### src/rtl/decode_fwd.sv
// rtl/decode_fwd.sv - RV32I decode stage with operand bypass, load-use interlock and registered output
module decode_fwd #(
    parameter int XLEN = 32,
    parameter int RA_W = 5,
    parameter int NUM_FWD = 2,
    parameter int EX_W = 4,
    parameter logic [EX_W-1:0] EX_ILLEGAL = 4'd2,
    parameter int CNT_W = 32
) (
    input  logic                      clk,
    input  logic                      reset,
    input  logic                      flush,
    input  logic                      in_valid,
    output logic                      in_ready,
    input  logic [XLEN-1:0]           in_pc,
    input  logic [31:0]               in_instr,
    input  logic [EX_W-1:0]           in_ex,
    input  logic                      in_ex_valid,
    output logic [RA_W-1:0]           rs1_addr,
    input  logic [XLEN-1:0]           rs1_data,
    output logic [RA_W-1:0]           rs2_addr,
    input  logic [XLEN-1:0]           rs2_data,
    input  logic [NUM_FWD-1:0]        fwd_valid,
    input  logic [NUM_FWD-1:0]        fwd_busy,
    input  logic [NUM_FWD*RA_W-1:0]   fwd_addr,
    input  logic [NUM_FWD*XLEN-1:0]   fwd_data,
    output logic                      out_valid,
    input  logic                      out_ready,
    output logic [XLEN-1:0]           out_pc,
    output logic [4:0]                out_opcode,
    output logic [2:0]                out_funct,
    output logic                      out_variant,
    output logic [XLEN-1:0]           out_op1,
    output logic [XLEN-1:0]           out_op2,
    output logic [XLEN-1:0]           out_offset,
    output logic [RA_W-1:0]           out_rd_addr,
    output logic                      out_nop,
    output logic [EX_W-1:0]           out_ex,
    output logic                      out_ex_valid,
    output logic [CNT_W-1:0]          perf_bubbles
);

    typedef enum logic [1:0] {SRC1_ZERO, SRC1_RS, SRC1_PC} src1_t;
    typedef enum logic [2:0] {SRC2_ZERO, SRC2_RS, SRC2_IMMI, SRC2_IMMU, SRC2_IMMJ} src2_t;

    // Immediates are assembled at 32 bits, then sign-extended to XLEN.
    function automatic logic [XLEN-1:0] sext(input logic [31:0] v);
        return {{(XLEN-31){v[31]}}, v[30:0]};
    endfunction

    logic [4:0] opc;
    logic [2:0] f3;
    logic [6:0] f7;
    logic [31:0] imm_i, imm_s, imm_b, imm_u, imm_j;

    assign opc = in_instr[6:2];
    assign f3  = in_instr[14:12];
    assign f7  = in_instr[31:25];
    assign imm_i = {{20{in_instr[31]}}, in_instr[31:20]};
    assign imm_s = {{20{in_instr[31]}}, in_instr[31:25], in_instr[11:7]};
    assign imm_b = {{19{in_instr[31]}}, in_instr[31], in_instr[7], in_instr[30:25], in_instr[11:8], 1'b0};
    assign imm_u = {in_instr[31:12], 12'b0};
    assign imm_j = {{11{in_instr[31]}}, in_instr[31], in_instr[19:12], in_instr[20], in_instr[30:21], 1'b0};

    logic legal, kill, use1, use2, wr, funct_use, misc, variant;
    src1_t sel1;
    src2_t sel2;
    logic [XLEN-1:0] offset;

    always_comb begin
        legal = 1'b0;
        use1 = 1'b0;
        use2 = 1'b0;
        wr = 1'b0;
        funct_use = 1'b0;
        misc = 1'b0;
        variant = 1'b0;
        sel1 = SRC1_ZERO;
        sel2 = SRC2_ZERO;
        offset = '0;
        if (in_instr[1:0] == 2'b11) begin
            case (opc)
                5'b00100: begin
                    legal = 1'b1; use1 = 1'b1; wr = 1'b1; funct_use = 1'b1;
                    sel1 = SRC1_RS; sel2 = SRC2_IMMI;
                    variant = (f3 == 3'd1 || f3 == 3'd5) && f7[5];
                end
                5'b01100: begin
                    legal = (f7 == 7'h00) || (f7 == 7'h20 && (f3 == 3'd0 || f3 == 3'd5));
                    use1 = 1'b1; use2 = 1'b1; wr = 1'b1; funct_use = 1'b1;
                    sel1 = SRC1_RS; sel2 = SRC2_RS; variant = f7[5];
                end
                5'b01101: begin
                    legal = 1'b1; wr = 1'b1; sel2 = SRC2_IMMU;
                end
                5'b00101: begin
                    legal = 1'b1; wr = 1'b1; sel1 = SRC1_PC; sel2 = SRC2_IMMU;
                end
                5'b11011: begin
                    legal = 1'b1; wr = 1'b1; sel1 = SRC1_PC; sel2 = SRC2_IMMJ;
                end
                5'b11001: begin
                    legal = (f3 == 3'd0); use1 = 1'b1; wr = 1'b1; funct_use = 1'b1;
                    sel1 = SRC1_RS; sel2 = SRC2_IMMI;
                end
                5'b11000: begin
                    legal = 1'b1; use1 = 1'b1; use2 = 1'b1; funct_use = 1'b1;
                    sel1 = SRC1_RS; sel2 = SRC2_RS; offset = sext(imm_b);
                end
                5'b00000: begin
                    legal = 1'b1; use1 = 1'b1; wr = 1'b1; funct_use = 1'b1;
                    sel1 = SRC1_RS; sel2 = SRC2_IMMI;
                end
                5'b01000: begin
                    legal = 1'b1; use1 = 1'b1; use2 = 1'b1; funct_use = 1'b1;
                    sel1 = SRC1_RS; sel2 = SRC2_RS; offset = sext(imm_s);
                end
                5'b00011: begin
                    legal = 1'b1; misc = 1'b1; funct_use = 1'b1;
                end
                default: legal = 1'b0;
            endcase
        end
        // Exceptions read no registers, so they can never stall on a bypass source.
        kill = in_ex_valid || !legal;
        if (kill) begin
            use1 = 1'b0;
            use2 = 1'b0;
            wr = 1'b0;
            variant = 1'b0;
            sel1 = SRC1_ZERO;
            sel2 = SRC2_ZERO;
            offset = '0;
        end
    end

    assign rs1_addr = use1 ? in_instr[19:15] : '0;
    assign rs2_addr = use2 ? in_instr[24:20] : '0;

    logic [XLEN-1:0] val1, val2;
    logic busy1, busy2;

    // Scan oldest to youngest so the lowest matching index is the one that sticks.
    always_comb begin
        val1 = rs1_data;
        val2 = rs2_data;
        busy1 = 1'b0;
        busy2 = 1'b0;
        for (int i = NUM_FWD - 1; i >= 0; i--) begin
            if (fwd_valid[i] && fwd_addr[i*RA_W +: RA_W] == rs1_addr) begin
                val1 = fwd_data[i*XLEN +: XLEN];
                busy1 = fwd_busy[i];
            end
            if (fwd_valid[i] && fwd_addr[i*RA_W +: RA_W] == rs2_addr) begin
                val2 = fwd_data[i*XLEN +: XLEN];
                busy2 = fwd_busy[i];
            end
        end
        if (rs1_addr == '0) begin
            val1 = '0;
            busy1 = 1'b0;
        end
        if (rs2_addr == '0) begin
            val2 = '0;
            busy2 = 1'b0;
        end
    end

    logic hazard, slot_free, accept;
    assign hazard    = busy1 || busy2;
    assign slot_free = !out_valid || out_ready;
    assign in_ready  = !flush && !hazard && slot_free;
    assign accept    = in_valid && in_ready;

    logic [XLEN-1:0] op1_n, op2_n;

    always_comb begin
        case (sel1)
            SRC1_RS: op1_n = val1;
            SRC1_PC: op1_n = in_pc;
            default: op1_n = '0;
        endcase
        case (sel2)
            SRC2_RS:   op2_n = val2;
            SRC2_IMMI: op2_n = sext(imm_i);
            SRC2_IMMU: op2_n = sext(imm_u);
            SRC2_IMMJ: op2_n = sext(imm_j);
            default:   op2_n = '0;
        endcase
    end

    always_ff @(posedge clk) begin
        if (reset) begin
            out_valid    <= 1'b0;
            out_pc       <= '0;
            out_opcode   <= '0;
            out_funct    <= '0;
            out_variant  <= 1'b0;
            out_op1      <= '0;
            out_op2      <= '0;
            out_offset   <= '0;
            out_rd_addr  <= '0;
            out_nop      <= 1'b0;
            out_ex       <= '0;
            out_ex_valid <= 1'b0;
        end else if (flush) begin
            out_valid <= 1'b0;
        end else if (accept) begin
            out_valid    <= 1'b1;
            out_pc       <= in_pc;
            out_opcode   <= opc;
            out_funct    <= funct_use ? f3 : 3'd0;
            out_variant  <= variant;
            out_op1      <= op1_n;
            out_op2      <= op2_n;
            out_offset   <= offset;
            out_rd_addr  <= wr ? in_instr[11:7] : '0;
            out_nop      <= misc || kill;
            out_ex       <= in_ex_valid ? in_ex : (legal ? '0 : EX_ILLEGAL);
            out_ex_valid <= kill;
        end else if (out_valid && out_ready) begin
            out_valid <= 1'b0;
        end
    end

    always_ff @(posedge clk) begin
        if (reset) begin
            perf_bubbles <= '0;
        end else if (!flush && in_valid && hazard && slot_free) begin
            perf_bubbles <= perf_bubbles + CNT_W'(1);
        end
    end

endmodule
### config.mk
export PLATFORM = sky130hd
export DESIGN_NAME = decode_fwd
export DESIGN_NICKNAME = d
export VERILOG_FILES = /design/src/rtl/decode_fwd.sv
export SDC_FILE = /design/constraint.sdc
export NUM_CORES = 1
export LEC_CHECK = 0
export BUFFER_PORTS_ARGS = -buffer_cell sky130_fd_sc_hd__buf_2
export CAP_MARGIN = 20
export CELL_PAD_IN_SITES_DETAIL_PLACEMENT = 1
export CELL_PAD_IN_SITES_GLOBAL_PLACEMENT = 2
export CORE_MARGIN = 2
export CORE_UTILIZATION = 23
export DETAILED_ROUTE_END_ITERATION = 6
export GPL_TIMING_DRIVEN = 0
export MAX_ROUTING_LAYER = met4
export PLACE_DENSITY_LB_ADDON = 0.25
export SYNTH_ARGS = -nofsm -noshare
export SYNTH_HDL_FRONTEND = slang
export SYNTH_SLANG_ARGS = --single-unit
### constraint.sdc
create_clock -name clk -period 3.1 [get_ports clk]
set_clock_uncertainty 0.05 [all_clocks]
set_input_delay 0.31 -clock clk [delete_from_list [all_inputs] [get_ports clk]]
set_output_delay 0.31 -clock clk [all_outputs]
set_load 0.05 [all_outputs]
Word level (Yosys, flattened, before mapping):

Index checks and enable logic that the tools add are counted.

* add/subtract/negate cells: 1
* eq/ne operators: 23
* muxes and demuxes: 49
* bitwise logic cells: 1
* reduce and logical (&&, ||, !) cells: 40

Operators by type and width (number)
* two-way mux 32 bit: 8
* one-hot mux 32 bit (2 select lines): 2
* one-hot mux 32 bit (4 select lines): 1
* adder 32 x 1 -> 32 bit, second input constant: 1
* two-way mux 1 bit: 24
* equality test 5 bit: 4
* equality test 5 x 4 -> 1 bit, second input constant: 3
* equality test 5 bit, second input constant: 3
* zero test 5 bit: 3
* two-way mux 5 bit: 3
* OR reduction 7 bit: 2
* logical AND 1 bit: 13
* one-hot mux 3 bit (4 select lines): 1
* equality test 5 x 3 -> 1 bit, second input constant: 2
* two-way mux 3 bit: 3
* OR reduction 8 bit: 1
* equality test 7 x 6 -> 1 bit, second input constant: 1
* zero test 7 bit: 1
* logical OR 1 bit: 7
* equality test 3 x 1 -> 1 bit, second input constant: 2
* equality test 3 x 2 -> 1 bit, second input constant: 2
* equality test 3 bit, second input constant: 2
* two-way mux 2 bit: 3
* OR reduction 2 bit: 3
* other kinds (14): 19

* flip-flop bits (word level): 181
* bits of input ports: 216
* output and inout port bits: 192

Logic depth before layout (Yosys ltp):

* word-level depth: 21
* gate-level depth with buffers: 15
* gate-level depth less buffers: 11

Worst setup path after synthesis:

No wires, ideal clock.

* path type: input to register
* from: in in_instr[2]
* to: reg out_op2[11]
* setup time: 0.117 ns
* arrival time: 3.650 ns
* setup slack: -0.717 ns
* cell stages on the path: 13
* path through: buf_2 -> nor2_2 -> and2_1 -> a41oi_2 -> nor3_1 -> a31oi_1 -> nor2_1 -> and2_1 -> clkbuf_1 -> buf_2 -> mux2i_1 -> o21ai_0 -> a22o_1

* longest elaborated chain between the ends: 19
* elaborated cells between the ends (all ways): 60

Ends and longest elaborated chain
* start, declared: line 16 `input logic [31:0] in_instr,`
* equality test 5 x 2 -> 1 bit (tied with other cells): line 82 `case (opc)`
* OR reduction 8 bit (no source line)
* one-hot mux 1 bit (3 select lines): line 82
* two-way mux 1 bit: line 81 `if (in_instr[1:0] == 2'b11) begin`
* zero test 1 bit: line 125 `kill = in_ex_valid || !legal;`
* logical OR 1 bit: line 125
* two-way mux 1 bit *: line 126 `if (kill) begin`
* two-way mux 5 bit *: line 138 `assign rs2_addr = use2 ? in_instr[24:20] : '0;`
* named net rs2_addr[2]: line 21 `output logic [RA_W-1:0] rs2_addr,`
* [1 not listed]
* logical AND 1 bit: line 154 `if (fwd_valid[i] && fwd_addr[i*RA_W +: RA_W] == rs2_addr) begin`
* two-way mux 1 bit (2 in series): line 154
* two-way mux 1 bit: line 163 `if (rs2_addr == '0) begin`
* logical OR 1 bit: line 170 `assign hazard = busy1 || busy2;`
* zero test 1 bit: line 172 `assign in_ready = !flush && !hazard && slot_free;`
* logical AND 1 bit (2 in series): line 172
* logical AND 1 bit: line 173 `assign accept = in_valid && in_ready;`
* AND reduction 2 bit (no source line)
* end signal, assigned: line 215 `out_op2 <= op2_n;`
* end, declared: line 34 `output logic [XLEN-1:0] out_op2,`

The timed path passes the listed nets; every way through them passes the cells marked *.
A chain may end at the register's enable or synchronous reset.

Worst setup path in the final report:

* from: in in_instr[26]
* to: reg out_op1[22]

* longest elaborated chain between the ends: 20
* elaborated cells between the ends (all ways): 41

Ends and longest elaborated chain
* equality test 7 x 6 -> 1 bit: line 89 `legal = (f7 == 7'h00) || (f7 == 7'h20 && (f3 == 3'd0 || f3 == 3'd5));`
* logical AND 1 bit: line 89
* logical OR 1 bit *: line 89
* one-hot mux 1 bit (3 select lines) *: line 82
* two-way mux 1 bit *: line 81
* zero test 1 bit *: line 125
* logical OR 1 bit *: line 125
* two-way mux 1 bit: line 126
* [2 not listed]
* logical AND 1 bit, on equally long branches: line 150, 154
* two-way mux 1 bit, on equally long branches (2 in series): line 150, 154
* two-way mux 1 bit, on equally long branches: line 159, 163
* logical OR 1 bit: line 170
* zero test 1 bit: line 172
* logical AND 1 bit (2 in series): line 172
* logical AND 1 bit: line 173
* AND reduction 2 bit (no source line)
* end signal, assigned: line 214 `out_op1 <= op1_n;`
* end, declared: line 33 `output logic [XLEN-1:0] out_op1,`

Mark *: on every way between the ends. The rest lies on a longest branch, timed or not.

==> flow_summary.toml <==
[outcome]
status = "completed"

[yosys]
synthAdderAreaFrac = 0.00422
ys_seq_area_frac = 0.365
ys.flop_type = "dfxtp_1"
yosys.area_share.simple = 0.165
synth-xor-area-share = 0.00493
synth_seq_cells = 162
avgSynthCellArea_um2 = 8.31
muxShareOfSynthArea = 0.0745
postSynthCellCount = 1070
synth_compound_area_frac = 0.319
synth_top_family_by_area = "compound AO/OA/AOI/OAI gates"
async_flop_share = 0
synth_edf_count = 0
netlist_area_mm2 = 0.00889
ys_warn_count = 0
synth_fp_nets = 1289
synth_cell_types = 69

[sta]
worst_slack_ps = 10.8
maxSlewHeadroom = 0.375
max_clock_freq_ghz = 0.324
setup_viol = 0
hold_viol = 0
tightest_slew_ps = 937
finalCritPeriodShare = 0.997
grt_setup_unrepaired = "yes"
fin_crit_ps = 3090
hold_ws_ps = 56.1
slew_viol_final = 0

[cts]
path_clk_slew_ps = 70
cts_buffers = 17
cts_tree = "built"
insertion_delay_ps = 450
cts_buffer_depth = 2
clock-sinks = 162
cts_root_buffer = "clkbuf_16"
htreeDepth = 4

[setup_path]
ff2ff_path_depth = 10
arrival_ps = 3430
cp_max_fo = 7
rrSetupSlack_ps = 300
r2r_end = "perf_bubbles[31]"
cp-end-kind = "flip-flop"
critPathLaunchType = "input port"
crit_required_ps = 3440
regToRegStartpoint = "perf_bubbles[7]"
crit_type = "in2reg"

[final_layout]
synthToLayoutAreaGrowth_pct = 49.3
design_area_mm2 = 0.0133
final_util = 0.346
nNetsFinal = 1757
layout-drive-gt1-share = 0.410

[routing]
drt_wl_total_mm = 48.5
dr.pass1.iters = 6
routedWlPerCell_um = 23.3
drt_iter0_drc = 517
ant_nets = 0
via_per_inst = 4.99
drc = 0
vias = 10400

[floorplan]
rows = 72
die_h_um = 201
die_x_um = 201
start_util = 0.232
dieArea_mm2 = 0.0402
core-area_mm2 = 0.0384
io_pins = 408

[power_and_ir_drop]
total_switching_power_uw = 1460
power.internal_uw = 3610
powerDensity_mw_per_mm2 = 382
p_leak_uw = 0.00551
swShare = 0.287
p_comb_frac = 0.147
clock_power_share = 0.435
vdd_ir_drop_max_uv = 402
power_frac_seq = 0.419
power_uw = 5070

[global_routing]
met1_usage = 0.288
grt_overflow = 0
antenna_found_initial = 12
grt_pass1_wl_mm = 70.2
met3_usage = 0.0567
grt_max_degree = 22
grt_pass1_vias = 10500
use_met2 = 0.398
busiest_layer = "met2"
track_usage = 0.241

[min_path]
hold_end = "out_pc[19]"
hold_path_class = "in2reg"
min_from = "in_pc[19]"
whs_path_depth = 3

[place]
dpl_cell_area_mm2 = 0.0117
dp_slack_ps = -1400
gp_congestion = 0.908
numPortBuffers = 404
hpwl_mm = 37.7

[job]
maxCapViolations = 0
-- worst max-delay path, stage by stage --
cell and delay (ps):
buf_2 180, nor3_4 330, a41o_1 330, buf_6 170
nand3_4 70, a221o_1 440, a32o_2 340, or3_4 380
or3_4 530, clkbuf_16 220, o2bb2ai_2 100
-- metal layers --
layer / wire (µm) / part of all wire / vias to the layer above
li1: - / - / 4910
met1: 20700 / 0.43 / 5091
met2: 23700 / 0.49 / 323
met3: 2900 / 0.060 / 58
met4: 1190 / 0.025 / 0
met5: 0 / 0 / -
-- state kept, by name, summed over array words and instances, names as in the netlist --
register,flops
out_op1,32
out_op2,32
out_pc,32
perf_bubbles,32
out_offset,13
out_opcode,5
out_rd_addr,5
out_ex,4
out_funct,3
out_ex_valid,1
out_nop,1
out_valid,1
out_variant,1
-- metrics by stage --
stage / instances / setup TNS, ps
after floorplan: 1070 / -386
after global placement: 1992 / -169730
after detailed placement: 1992 / -180450
after CTS: 2046 / -816
after global routing: 2077 / -1030
final: 2079 / 0
-- cells in the mapped netlist, types with 8 or more instances --
library cell    n  share of area
clkbuf_1       49          0.021
nor2_1         29          0.012
a221oi_1       21          0.021
and3_1         13         0.0091
nand2_1       130          0.055
nand3_1        42          0.024
buf_2          27          0.015
a22oi_1        13          0.011
and2_1          8         0.0056
inv_1          18         0.0076
o21ai_0        87          0.049
o31ai_1        14          0.012
buf_4          20          0.017
dfxtp_1       162           0.36
mux2i_1        65          0.073
or4_1          13          0.011
a22o_1         32          0.032
nor3_1         10         0.0056
a21oi_1       156          0.088
o211ai_1        8         0.0068
or3_1          19          0.013
o2bb2ai_2      30          0.051
-- cells in the final DEF (no fill, tap or decap), types with 12 or more instances in the layout --
cell / instances
nand2_1: 128
o21ai_0: 84
a221oi_1: 20
clkbuf_1: 36
a22o_1: 32
buf_4: 64
nor2_1: 21
and3_1: 12
a21oi_1: 153
dfxtp_1: 160
or3_1: 17
nand3_1: 41
buf_6: 23
clkbuf_16: 19
buf_2: 406
mux2i_1: 65
diode_2: 13
o2bb2ai_2: 23
a22oi_1: 13
o31ai_1: 13
inv_1: 17
-- cell families after synthesis --
group	count (synthesis)
AO/OA/AOI/OAI	412
AND/OR/NAND/NOR	298
flip-flops	162
buffers and inverters	124
multiplexers	66
XOR/XNOR	5
adder cells (fa/ha/maj)	3
-- final cells by class --
cell class                      instances  area, µm²
Clock inverter                          7        101
Fill cell                            4655      25100
Timing Repair Buffer                  453       2540
Inverter                               19       81.3
Buffer                                101        686
Clock buffer                           22        474
Antenna cell                           13       32.5
Tap cell                              518        648
Multi-Input combinational cell        784       5460
Sequential cell                       162       3250
-- what timing repair did --
action                     in CTS  in global routing
setup endpoints to repair     162                162
gates resized for setup        73                 77
gates cloned                    1                  2
hold buffers                    1                  0
pin swaps                      15                 26
setup buffers                  25                 20
hold endpoints to repair        1                  0
-- worst max path at each step --
stage,startpoint,to,slack [ps],depth (start not counted)
2_1_floorplan,in_instr[4],perf_bubbles[30],-20,12
3_3_place_gp,in_instr[5],out_pc[19],-1280,14
3_5_place_dp,in_instr[5],out_pc[13],-1400,14
4_1_cts,in_instr[5],out_op1[30],-40,17
5_1_grt,in_ex_valid,perf_bubbles[27],-50,14
6_report,in_instr[26],out_op1[22],10,11
-- power groups by stage --
stage	Combinational (µW)	Sequential (µW)	Clock (µW)
6_report	743	2120	2200
5_1_grt	794	2120	2340
4_1_cts	706	2120	2270
3_5_place_dp	670	2170	0
3_3_place_gp	665	2170	0
2_1_floorplan	220	2260	0
No activity file was read; power rests on OpenSTA's default activity.
